$ cat src/rtl/sprite_pkg.sv
// Shared constants, palette table and writer state type
// for the sprite RAM write path.
package sprite_pkg;

    localparam int COLOR_W = 12;
    localparam int IDX_W   = 4;
    localparam int PAL_N   = 5;

    // Entry 0 doubles as the transparent colour and the
    // fallback index for colours not found in the table.
    localparam logic [COLOR_W-1:0] PAL [0:PAL_N-1] = '{
        12'h808,
        12'h000,
        12'hFCC,
        12'h940,
        12'h0AE
    };

    typedef enum logic [1:0] {
        IDLE = 2'd0,
        RUN  = 2'd1,
        DONE = 2'd2
    } wr_state_t;

endpackage

$ cat src/rtl/palette_encoder.sv
// Reverse palette lookup: RGB444 colour -> palette index.
// Ports: i_color (in), o_idx (index, 0 on miss), o_hit (match found).
module palette_encoder
    import sprite_pkg::*;
(
    input  logic [COLOR_W-1:0] i_color,
    output logic [IDX_W-1:0]   o_idx,
    output logic               o_hit
);

    // Scan from the top so the lowest matching index is
    // the last one assigned and therefore wins.
    always_comb begin
        o_idx = '0;
        o_hit = 1'b0;
        for (int i = PAL_N - 1; i >= 0; i--) begin
            if (i_color == PAL[i]) begin
                o_idx = IDX_W'(i);
                o_hit = 1'b1;
            end
        end
    end

endmodule

$ cat src/rtl/sprite_ram_writer.sv
// Streams RGB444 pixels into a palette-indexed sprite RAM, one write per pixel.
// Ports: Clk, Reset_n, start, abort, pixel_valid/pixel_color/pixel_ready (pixel
// stream), wr_en/wr_addr/wr_data (RAM write), busy, done, miss_count.
module sprite_ram_writer
    import sprite_pkg::*;
#(
    parameter int DEPTH  = 61952,
    parameter int ADDR_W = 18
) (
    input  logic               Clk,
    input  logic               Reset_n,
    input  logic               start,
    input  logic               abort,
    input  logic               pixel_valid,
    input  logic [COLOR_W-1:0] pixel_color,
    output logic               pixel_ready,
    output logic               wr_en,
    output logic [ADDR_W-1:0]  wr_addr,
    output logic [IDX_W-1:0]   wr_data,
    output logic               busy,
    output logic               done,
    output logic [15:0]        miss_count
);

    wr_state_t         r_state;
    logic [ADDR_W-1:0] r_cnt;
    logic [15:0]       r_miss;
    logic              r_wr_en;
    logic [ADDR_W-1:0] r_wr_addr;
    logic [IDX_W-1:0]  r_wr_data;

    logic              w_xfer;
    logic              w_last;
    logic [IDX_W-1:0]  w_idx;
    logic              w_hit;

    palette_encoder u_enc (
        .i_color (pixel_color),
        .o_idx   (w_idx),
        .o_hit   (w_hit)
    );

    assign pixel_ready = (r_state == RUN);
    assign busy        = (r_state == RUN);
    assign done        = (r_state == DONE);
    assign w_xfer      = pixel_valid & pixel_ready;
    assign w_last      = (r_cnt == ADDR_W'(DEPTH - 1));

    always_ff @(posedge Clk or negedge Reset_n) begin
        if (!Reset_n) begin
            r_state <= IDLE;
            r_cnt   <= '0;
            r_miss  <= '0;
        end else begin
            unique case (r_state)
                IDLE: begin
                    if (start) begin
                        r_state <= RUN;
                        r_cnt   <= '0;
                        r_miss  <= '0;
                    end
                end
                RUN: begin
                    if (w_xfer) begin
                        if (!w_hit && r_miss != 16'hFFFF)
                            r_miss <= r_miss + 16'd1;
                        // Counter parks on the last address.
                        if (w_last)
                            r_state <= DONE;
                        else
                            r_cnt <= r_cnt + 1'b1;
                    end
                    // A final transfer overrides a same-cycle abort.
                    if (abort && !(w_xfer && w_last))
                        r_state <= IDLE;
                end
                DONE:    r_state <= IDLE;
                default: r_state <= IDLE;
            endcase
        end
    end

    // One register stage between accepted pixel and RAM write.
    always_ff @(posedge Clk or negedge Reset_n) begin
        if (!Reset_n) begin
            r_wr_en   <= 1'b0;
            r_wr_addr <= '0;
            r_wr_data <= '0;
        end else begin
            r_wr_en <= w_xfer;
            if (w_xfer) begin
                r_wr_addr <= r_cnt;
                r_wr_data <= w_idx;
            end
        end
    end

    assign wr_en      = r_wr_en;
    assign wr_addr    = r_wr_addr;
    assign wr_data    = r_wr_data;
    assign miss_count = r_miss;

endmodule
$ cat config.mk
export PLATFORM = sky130hd
export DESIGN_NAME = sprite_ram_writer
export DESIGN_NICKNAME = d
export VERILOG_FILES = /design/src/rtl/sprite_pkg.sv /design/src/rtl/palette_encoder.sv /design/src/rtl/sprite_ram_writer.sv
export SDC_FILE = /design/constraint.sdc
export NUM_CORES = 1
export LEC_CHECK = 0
export ABC_AREA = 1
export BUFFER_PORTS_ARGS = -buffer_cell sky130_fd_sc_hd__buf_2
export CAP_MARGIN = 10
export CORE_ASPECT_RATIO = 0.5
export CORE_MARGIN = 2
export CORE_UTILIZATION = 40
export CTS_CLUSTER_DIAMETER = 120
export DETAILED_ROUTE_END_ITERATION = 12
export GPL_ROUTABILITY_DRIVEN = 0
export HOLD_SLACK_MARGIN = 0.12
export SLEW_MARGIN = 10
export SYNTH_ARGS = -nofsm -noshare
export SYNTH_HDL_FRONTEND = slang
export SYNTH_SLANG_ARGS = --single-unit
export TNS_END_PERCENT = 1
$ cat constraint.sdc
create_clock -name Clk -period 4.4 [get_ports Clk]
set_clock_uncertainty 0.2 [all_clocks]
set_input_delay 1.32 -clock Clk [delete_from_list [all_inputs] [get_ports Clk]]
set_output_delay 1.32 -clock Clk [all_outputs]
set_load 0.1 [all_outputs]
==> impl_metrics.env <==
export IMPL_min_path_type="flop to flop"
export IMPL_ant_nets=0
export IMPL_synth_cells=463
export IMPL_cts_path_max_buffers=2
export IMPL_crit_required_ps=2880
export IMPL_clk_latency_ps=330
export IMPL_synth_seq_cells=58
export IMPL_critical_path_arrival_ps=1850
export IMPL_clkSinkCount=58
export IMPL_grt_setup_unrepaired="no"
export IMPL_antenna_found_initial=0
export IMPL_layout_setup_ws_ps=1030
export IMPL_drtIter0Drc=272
export IMPL_place_area_mm2=0.00369
export IMPL_track_usage_pct=18.9
export IMPL_coreArea_mm2=0.00806
export IMPL_dr_total_vias=3013
export IMPL_drive_above_1_share_pct=17.2
export IMPL_critPathCaptureType="output pin"
export IMPL_finalCriticalPeriod_ps=3370
export IMPL_finalPower_mw=1.67
export IMPL_maxCapViolCount=0
export IMPL_grt_pass1_vias=2663
export IMPL_numCtsBuffers=9
export IMPL_die_x_um=133
export IMPL_grt_max_degree=48
export IMPL_cts_root_buf="clkbuf_16"
export IMPL_antennaDiodeCount=0
export IMPL_seq_area_frac_synth_pct=43.4
export IMPL_fmax_mhz=297
export IMPL_path_max_fanout=10
export IMPL_dp_worst_setup_slack_ps=1260
export IMPL_critPathKind="flop to output pin"
export IMPL_p_leak_nw=2.02
export IMPL_drtPass1Iterations=4
export IMPL_multi_input_area_mm2=0.00163
export IMPL_synth_top_family_by_area="simple AND/OR/NAND/NOR gates"
export IMPL_finalNonFillerCells=634
export IMPL_placed_cells=618
export IMPL_powerDensity_mw_per_mm2=416
export IMPL_viasPerCell=4.75
export IMPL_overflow=0
export IMPL_start_util_pct=41.5
export IMPL_muxShareOfSynthArea_pct=0
export IMPL_slew_headroom_pct=51.8
export IMPL_ctsHoldBuffers=0
export IMPL_synth_xor_area_share_pct=2.62
export IMPL_report_final_slew_viol_count=0
export IMPL_ys_warn_count=0
export IMPL_clk_pin_slew_ps=50
export IMPL_fin_util_pct=49.7
export IMPL_synth_cell_type_count=33
export IMPL_grt_pass1_wl_mm=13.2
export IMPL_post_cts_buffers=0
export IMPL_hpwl_mm=5.45
export IMPL_fp_row_count=23
export IMPL_drc=0
export IMPL_nNetsFinal=536
export IMPL_htree_levels=3
export IMPL_tns_ps=0
export IMPL_status="finished, final reports clean"
export IMPL_hold_ws_ps=274
export IMPL_finalCritPeriodShare_pct=76.6
export IMPL_min_from="wr_addr[1]"
export IMPL_cp_start_kind="flop"
export IMPL_r2r_start="r_state[0]"
export IMPL_cts_resized=0
export IMPL_ir_drop_uv=362
export IMPL_r2r_end="miss_count[0]"
export IMPL_final_common_cell="nand2_1"
export IMPL_synthSimpleGateAreaFrac_pct=37.7
export IMPL_cts_tree="yes"
export IMPL_nFillCells=820
export IMPL_syn_area_per_cell_um2=7.22
export IMPL_synth_compound_area_share_pct=7.41
export IMPL_finalSetupViolCount=0
export IMPL_die_height_um=68.7
export IMPL_syn_nets=482
export IMPL_r2r_slack_ps=1410
export IMPL_hold_viol_final=0
export IMPL_finalWirelength_mm=7.82
export IMPL_hold_end="wr_addr[1]"
export IMPL_wl_per_cell_um=12.3
export IMPL_dieArea_mm2=0.00915
export IMPL_post_synth_instance_area_mm2=0.00334
export IMPL_final_cell_mix="nand2_1, nor2_1, dfrtp_1"
export IMPL_stdcell_area_mm2=0.00401
export IMPL_r2r_cells=12
export IMPL_tightest_slew_ps=721
export IMPL_whs_path_depth=2
export IMPL_seq_area_mm2=0.00145
export IMPL_synth_fa_ha_area_share_pct=0.748
export IMPL_ioPinCount=59
export IMPL_io_buffers=57
export IMPL_syn_to_final_growth_pct=19.8
-- layout make-up --
type / instances / area share (%)
Multi-Input combinational cell: 345 / 40.6
Sequential cell: 58 / 36.2
Timing Repair Buffer: 60 / 7.68
Clock buffer: 11 / 6.06
Inverter: 43 / 4.03
Tap cell: 112 / 3.50
Clock inverter: 5 / 1.94
-- sequential cells by signal (all words and copies together), names as in the netlist --
| signal | cells |
|---|---|
| wr_data | 3 |
| r_state | 2 |
| r_cnt | 18 |
| wr_en | 1 |
| miss_count | 16 |
| wr_addr | 18 |
-- synthesized netlist by cell type --
| master | n | area [um^2] |
|---|---|---|
| xor2_1 | 9 | 78.8 |
| a31oi_1 | 1 | 6.26 |
| inv_1 | 43 | 161 |
| o21ai_2 | 3 | 26.3 |
| a211oi_1 | 2 | 15.0 |
| ha_1 | 2 | 25.0 |
| dfrtp_1 | 58 | 1450 |
| o21bai_1 | 1 | 7.51 |
| nor2_1 | 58 | 218 |
| conb_1 | 1 | 3.75 |
| nand2_1 | 150 | 563 |
| buf_1 | 1 | 3.75 |
| nor3_1 | 11 | 55.1 |
| nand3_4 | 1 | 17.5 |
| a21oi_1 | 4 | 20.0 |
| o21ai_1 | 8 | 40.0 |
| nor2_4 | 2 | 22.5 |
| buf_2 | 1 | 5.00 |
| buf_6 | 4 | 45.0 |
| nor3b_1 | 1 | 7.51 |
| a21o_1 | 1 | 7.51 |
| buf_4 | 3 | 22.5 |
| nand2_2 | 4 | 25.0 |
| nand3_2 | 1 | 10.0 |
| nor3_4 | 1 | 16.3 |
| nand2_4 | 1 | 11.3 |
| clkbuf_1 | 8 | 30.0 |
| xnor2_1 | 1 | 8.76 |
| nor3_2 | 2 | 20.0 |
| nand3b_1 | 4 | 30.0 |
| o21ai_0 | 25 | 125 |
| nand4_1 | 8 | 50.1 |
| nand3_1 | 43 | 215 |
-- metal layers --
metal	track usage (%)	up-vias	wire length [um]
met5	0	-	0
met4	7.45	0	104
met3	5.99	12	329
met2	28.9	65	3350
met1	25.2	1351	4040
li1	-	1585	-
-- report_power, final --
| group | internal [mW] | switching (mW) |
|---|---|---|
| clock | 0.508 | 0.242 |
| sequential | 0.560 | 0.0238 |
| combinational | 0.0556 | 0.277 |
| total | 1.12 | 0.543 |
-- worst max-delay path by stage --
stage,end,depth (start not counted),startpoint,slack (ps)
after floorplan,pixel_ready,5,r_state[0],690
after global placement,r_cnt[3],8,pixel_valid,1310
after detailed placement,r_cnt[4],8,pixel_valid,1260
after CTS,busy,3,r_state[0],990
after global routing,pixel_ready,3,r_state[0],890
final,busy,3,r_state[0],1030
-- worst max-delay path, stage by stage (launching register included) --
cell     delay [ps]
dfrtp_1         340
inv_1            70
nor2_1          560
buf_2           550
-- cells by family after synthesis --
| kind of cell | after synthesis |
|---|---|
| AO/OA/AOI/OAI | 45 |
| XOR/XNOR | 10 |
| adder cells (fa/ha/maj) | 2 |
| buffers and inverters | 60 |
| flip-flops | 58 |
| other | 1 |
| AND/OR/NAND/NOR | 287 |
Note: power is estimated with default switching activity, not from simulation.
